==> src/rtl/booth_pkg.sv <==
// Shared types and constants for the sequential radix-2 Booth multiplier.
package booth_pkg;

    // Default operand width (signed two's complement, legal 2..16).
    localparam int BOOTH_DEFAULT_WIDTH = 4;

    // Encoding of the examined pair {Q[0], q_m1}.
    localparam logic [1:0] BOOTH_ADD = 2'b01;
    localparam logic [1:0] BOOTH_SUB = 2'b10;

    // Controller states.
    typedef enum logic [1:0] {
        IDLE = 2'd0,
        RUN  = 2'd1,
        DONE = 2'd2
    } booth_state_t;

endpackage

==> src/rtl/booth_step_unit.sv <==
// One radix-2 Booth iteration: conditional add/sub of M into A, then an
// arithmetic right shift of {A, Q, q_m1} by one bit.
module booth_step_unit
    import booth_pkg::*;
#(
    parameter int WIDTH = BOOTH_DEFAULT_WIDTH
) (
    input  logic [WIDTH:0]   a,
    input  logic [WIDTH-1:0] q,
    input  logic             q_m1,
    input  logic [WIDTH-1:0] m,
    output logic [WIDTH:0]   a_next,
    output logic [WIDTH-1:0] q_next,
    output logic             q_m1_next
);

    logic [WIDTH:0] m_ext;
    logic [WIDTH:0] sum;

    // Add/sub on WIDTH+1 bits so M = -2^(WIDTH-1) cannot overflow, then shift.
    always_comb begin
        m_ext = {m[WIDTH-1], m};
        sum   = a;
        case ({q[0], q_m1})
            BOOTH_ADD: sum = a + m_ext;
            BOOTH_SUB: sum = a - m_ext;
            default:   sum = a;
        endcase
        a_next    = {sum[WIDTH], sum[WIDTH:1]};
        q_next    = {sum[0], q[WIDTH-1:1]};
        q_m1_next = q[0];
    end

endmodule

==> src/rtl/booth_seq_ctrl.sv <==
// Sequential radix-2 Booth multiplier controller. A single step unit is
// reused for WIDTH cycles; operands arrive on a valid/ready handshake and
// the product is held on a second valid/ready handshake.
// Handshake rule (both sides): a transfer happens on a rising clk edge where
// valid and ready are both 1; the producer holds valid and data until then.
module booth_seq_ctrl
    import booth_pkg::*;
#(
    parameter  int WIDTH = BOOTH_DEFAULT_WIDTH,
    localparam int CNT_W = $clog2(WIDTH + 1)
) (
    input  logic               clk,
    input  logic               rst,
    input  logic               in_valid,
    output logic               in_ready,
    input  logic [WIDTH-1:0]   m_in,
    input  logic [WIDTH-1:0]   q_in,
    output logic               out_valid,
    input  logic               out_ready,
    output logic [2*WIDTH-1:0] product,
    output logic               busy
);

    booth_state_t       state;
    booth_state_t       state_next;

    logic [WIDTH:0]     a_reg;
    logic [WIDTH-1:0]   q_reg;
    logic               q_m1_reg;
    logic [WIDTH-1:0]   m_reg;
    logic [CNT_W-1:0]   cnt;
    logic [2*WIDTH-1:0] product_reg;

    logic [WIDTH:0]     a_step;
    logic [WIDTH-1:0]   q_step;
    logic               q_m1_step;

    logic               last_step;

    assign last_step = (cnt == CNT_W'(1));
    assign product   = product_reg;

    booth_step_unit #(.WIDTH(WIDTH)) u_step (
        .a         (a_reg),
        .q         (q_reg),
        .q_m1      (q_m1_reg),
        .m         (m_reg),
        .a_next    (a_step),
        .q_next    (q_step),
        .q_m1_next (q_m1_step)
    );

    // State register.
    always_ff @(posedge clk) begin
        if (rst) state <= IDLE;
        else     state <= state_next;
    end

    // Next-state and handshake outputs, decoded from the current state only.
    always_comb begin
        state_next = state;
        in_ready   = 1'b0;
        out_valid  = 1'b0;
        busy       = 1'b0;
        case (state)
            IDLE: begin
                in_ready = 1'b1;
                if (in_valid) state_next = RUN;
            end
            RUN: begin
                busy = 1'b1;
                if (last_step) state_next = DONE;
            end
            DONE: begin
                busy      = 1'b1;
                out_valid = 1'b1;
                if (out_ready) state_next = IDLE;
            end
            default: state_next = IDLE;
        endcase
    end

    // Datapath: load operands on accept, iterate in RUN, capture the product
    // on the final step. Product holds its value until the next load.
    always_ff @(posedge clk) begin
        if (rst) begin
            a_reg       <= '0;
            q_reg       <= '0;
            q_m1_reg    <= 1'b0;
            m_reg       <= '0;
            cnt         <= '0;
            product_reg <= '0;
        end else begin
            case (state)
                IDLE: begin
                    if (in_valid) begin
                        m_reg    <= m_in;
                        q_reg    <= q_in;
                        q_m1_reg <= 1'b0;
                        a_reg    <= '0;
                        cnt      <= CNT_W'(WIDTH);
                    end
                end
                RUN: begin
                    a_reg    <= a_step;
                    q_reg    <= q_step;
                    q_m1_reg <= q_m1_step;
                    cnt      <= cnt - CNT_W'(1);
                    if (last_step) product_reg <= {a_step[WIDTH-1:0], q_step};
                end
                default: ;
            endcase
        end
    end

endmodule

==> config.mk <==
export PLATFORM = sky130hd
export DESIGN_NAME = booth_seq_ctrl
export DESIGN_NICKNAME = d
export VERILOG_FILES = /design/src/rtl/booth_pkg.sv /design/src/rtl/booth_step_unit.sv /design/src/rtl/booth_seq_ctrl.sv
export SDC_FILE = /design/constraint.sdc
export NUM_CORES = 1
export LEC_CHECK = 0
export BUFFER_PORTS_ARGS = -buffer_cell sky130_fd_sc_hd__buf_2
export CAP_MARGIN = 20
export CORE_MARGIN = 2
export CORE_UTILIZATION = 42
export DETAILED_ROUTE_END_ITERATION = 6
export PLACE_DENSITY_LB_ADDON = 0.25
export SKIP_LAST_GASP = 1
export SLEW_MARGIN = 20
export SYNTH_ARGS = -nofsm -noshare
export SYNTH_HDL_FRONTEND = slang
export SYNTH_HIERARCHICAL = 1
export SYNTH_SLANG_ARGS = --single-unit
==> constraint.sdc <==
create_clock -name clk -period 5.7 [get_ports clk]
set_input_delay 1.425 -clock clk [delete_from_list [all_inputs] [get_ports clk]]
set_output_delay 1.425 -clock clk [all_outputs]
set_load 0.02 [all_outputs]
==> summary.txt <==
first-pass iteration count of the detailed router = 4
arrival time reported for the critical path endpoint = 1.58 ns
Slew Limit Fails = 0
Setup Fix Bufs, Post-CTS = 0
worst setup path class = flop to primary output
number of buffer and inverter instances along the worst setup path = 2
post-synthesis average cell area = 8.900 sq um
total negative slack for setup checks = 0 ns
initial cell density of the core = 43.48%
CP Data Required Time = 4.28 ns
top cell type by total area after synthesis = dfxtp_1
Slowest-stage cell, CP = ha_1
number of antenna violations at the first check in global routing = 0
flip-flop count of the largest register after layout = 8
total number of yosys warnings = 6
post-synthesis cell area = 1727 sq um
final global-route overflow total = 0
clk buf depth = 2
TritonCTS Sinks = 27
total of fill cells in the finished design = 396
detailed-route via count = 1,300
setup repair after global routing missed its margin = false
Critical Path Start Type = flop
count of unique library cells instantiated by Yosys = 41
total setup violations reported at the end of the flow = 0
global-route total usage across every layer = 15.91%
power density over the cells = 446.3 nW/um^2
Final Total Pwr = 816.3 uW
clock buffers created by TritonCTS = 3
worst hold start = product[6]$_SDFFE_PP0P_
Critical Path Max Stage Delay = 0.59 ns
area overhead of the layout relative to synthesis = 5.942%
vias per std cell = 5.118
final period demand of the worst path = 3.007 ns
sequential share of power = 31.5%
number of nets in the layout = 230
final cycle utilization of the critical path = 52.76%
Pint = 467.1 uW
largest voltage drop on the vdd net = 0.1528 mV
master cell of the clock root buffer = clkbuf_8
violation count after the first detailed-route iteration = 50
wire length of the first global-routing pass = 5.602 mm
r2r startpoint = q_reg[0]$_SDFFE_PP0P_
path category of the worst min-delay check = flop to flop
Sequential Area = 540.5 sq um
flops & latches, synth = 27
CP delay by family, top = adder cells
cell types with the largest area share after synthesis = dfxtp_1 (31%), mux2i_1 (12%), ha_1 (8.7%)
normalized max-slew margin = 42.13%
register clock-pin slew on the reported worst setup and hold paths = 0.09 ns
cell count of the worst hold path = 2
hold worst-path end = product[6]$_SDFFE_PP0P_
Post-CTS Hold Buffers = 0
port bufs = 22
Post-Synthesis Net Count = 219
number of remaining DRC errors = 0
Die Area = 4640 sq um
list of cells traversed by the critical path = inv_1, ha_1, buf_2
Fmax achieved = 332.5 MHz
later-pin clock latency in the skew report = 0.27 ns
TritonCTS clock tree = yes
maximum level of the CTS H-tree = 1
post-cts gate resize count = 0
weighted congestion reported at the end of routability-driven placement = 0.7558
count of final hold-check violations = 0
boundary pin count = 23
number of cells produced by synthesis = 194
fraction of layout cells with a size suffix above 1 = 19.12%
Chip Height = 68.12 um
R2R setup slack = 2.87 ns
sequential fraction of the synthesis area = 31.30%
clock skew after layout = 0.003030 ns
Worst R2R End = a_reg[4]$_SDFFE_PP0P_
portion of total power attributed to the clock network = 13.4%
proportion of power drawn by combinational gates = 55.2%
WHS = 0.4961 ns
maximum number of pins on one net before global-route repair = 30
Wirelength per Cell = 12.53 um
HPWL after detailed placement = 2.254 mm
Die Wd = 68.12 um
Max-Cap Viols = 0
switching power as a share of total power = 42.78%
number of global-route vias before repair = 1,265
type of destination of the critical path = primary output
outcome = completed
net switching power = 349.2 uW
antenna fix cells = 0
area used by multi-input combinational logic = 1021 sq um
Core ar. = 3971 sq um
Leak Pwr = 0.0007583 uW
Critical Path Fanout Max = 17
count of standard-cell rows = 23
cell count of the worst reg-to-reg path = 10
share of the synthesized area in the top cell type = 31.30%
ANT nets after route = 0
Tightest Pin Transition = 0.8663 ns
Final Routed Wirelength = 3.182 mm
-- cells in the mapped netlist --
library cell,instances
a2111oi_2,1
a211o_1,1
a211oi_1,4
a211oi_2,1
a21boi_0,1
a21oi_1,11
a21oi_2,1
a221oi_4,1
a2bb2oi_1,1
a32o_1,1
a32oi_1,5
buf_12,1
buf_2,4
buf_4,6
buf_6,2
clkbuf_1,3
dfxtp_1,27
fa_1,1
ha_1,12
inv_1,13
mux2_2,1
mux2_4,1
mux2i_1,20
nand2_1,14
nand2b_1,6
nand3_1,4
nand3b_1,1
nor2_1,22
nor2b_1,3
nor3_1,2
nor3b_1,2
o21a_1,1
o21ai_0,4
o21ai_2,2
o22a_1,1
o31ai_1,1
or2_0,3
or2_2,3
or2_4,1
xnor2_1,4
xor2_1,1
-- routing by layer --
layer | up-vias | routed length, um | global-route usage (%)
li1 | 681 | - | -
met1 | 599 | 1581 | 19.84
met2 | 18 | 1480 | 27.43
met3 | 2 | 91 | 3.947
met4 | 0 | 29 | 3.750
met5 | - | 0 | 0
-- tightest hold or removal path: cells and delay by family, from the launching register on --
family | cells | cell delay, ns
flip-flops | 1 | 0.33
AND/OR/NAND/NOR | 1 | 0.07
multiplexers | 1 | 0.06
-- power groups by stage --
stage	clock, uW	combinational, uW	sequential [uW]
after floorplan	0	428	251
after global placement	0	451	260
after detailed placement	0	453	261
after CTS	115	455	257
after global routing	121	512	263
final	109	450	257
-- area by class of cell --
type | count | share of cell area (%)
Tap cell | 50 | 3.420
Inverter | 13 | 2.668
Clock inverter | 1 | 0.2736
Timing Repair Buffer | 22 | 6.019
Multi-Input combinational cell | 138 | 55.81
Clock buffer | 3 | 2.257
Sequential cell | 27 | 29.55
-- layout by cell type, fill, tap and decap left out, types with 2 or more instances in the layout --
master,instances
ha_1,11
nand2b_1,6
nor2_1,22
mux2i_1,20
a32oi_1,5
dfxtp_1,27
inv_1,13
a211oi_1,4
nor3b_1,2
nor2b_1,3
nor3_1,2
nand3_1,4
a21oi_1,11
or2_0,3
or2_2,3
buf_2,22
xnor2_1,4
o21ai_2,2
clkbuf_8,3
o21ai_0,4
nand2_1,14
-- worst max path at each step --
| stage | cells after the start | slack [ns] | startpoint | endpoint |
|---|---|---|---|---|
| 6_report | 3 | 2.69 | state[1]$_SDFFE_PP0P_ | in_ready |
| 5_1_grt | 3 | 2.58 | state[0]$_SDFFE_PP0P_ | in_ready |
| 4_1_cts | 3 | 2.66 | state[0]$_SDFFE_PP0P_ | in_ready |
| 3_5_place_dp | 10 | 2.85 | q_reg[0]$_SDFFE_PP0P_ | a_reg[4]$_SDFFE_PP0P_ |
| 3_3_place_gp | 10 | 2.86 | q_reg[0]$_SDFFE_PP0P_ | a_reg[4]$_SDFFE_PP0P_ |
| 2_1_floorplan | 12 | 3.08 | m_reg[0]$_SDFFE_PP0P_ | a_reg[4]$_SDFFE_PP0P_ |
-- cell families after synthesis --
group / after synthesis / share of synthesized area (%)
AOI/OAI and AO/OA: 37 / 16.67
xor gates and xnor gates: 5 / 2.536
adders and majority gates: 13 / 9.855
buffers and inverters: 29 / 9.710
DFF: 27 / 31.30
muxes: 22 / 13.12
and+or+nand+nor: 61 / 16.81
-- metrics by stage --
stage / std cells / setup WS [ns] / utilization (%) / area [sq um]
2_1_floorplan: 194 / 3.077 / - / 1727
3_3_place_gp: 250 / 2.864 / 44.83 / 1780
3_5_place_dp: 250 / 2.849 / 44.83 / 1780
4_1_cts: 254 / 2.665 / 46.00 / 1827
5_1_grt: 254 / 2.576 / 46.06 / 1829
6_report: 254 / 2.693 / 46.06 / 1829
No activity file was read; power rests on OpenSTA's default activity.
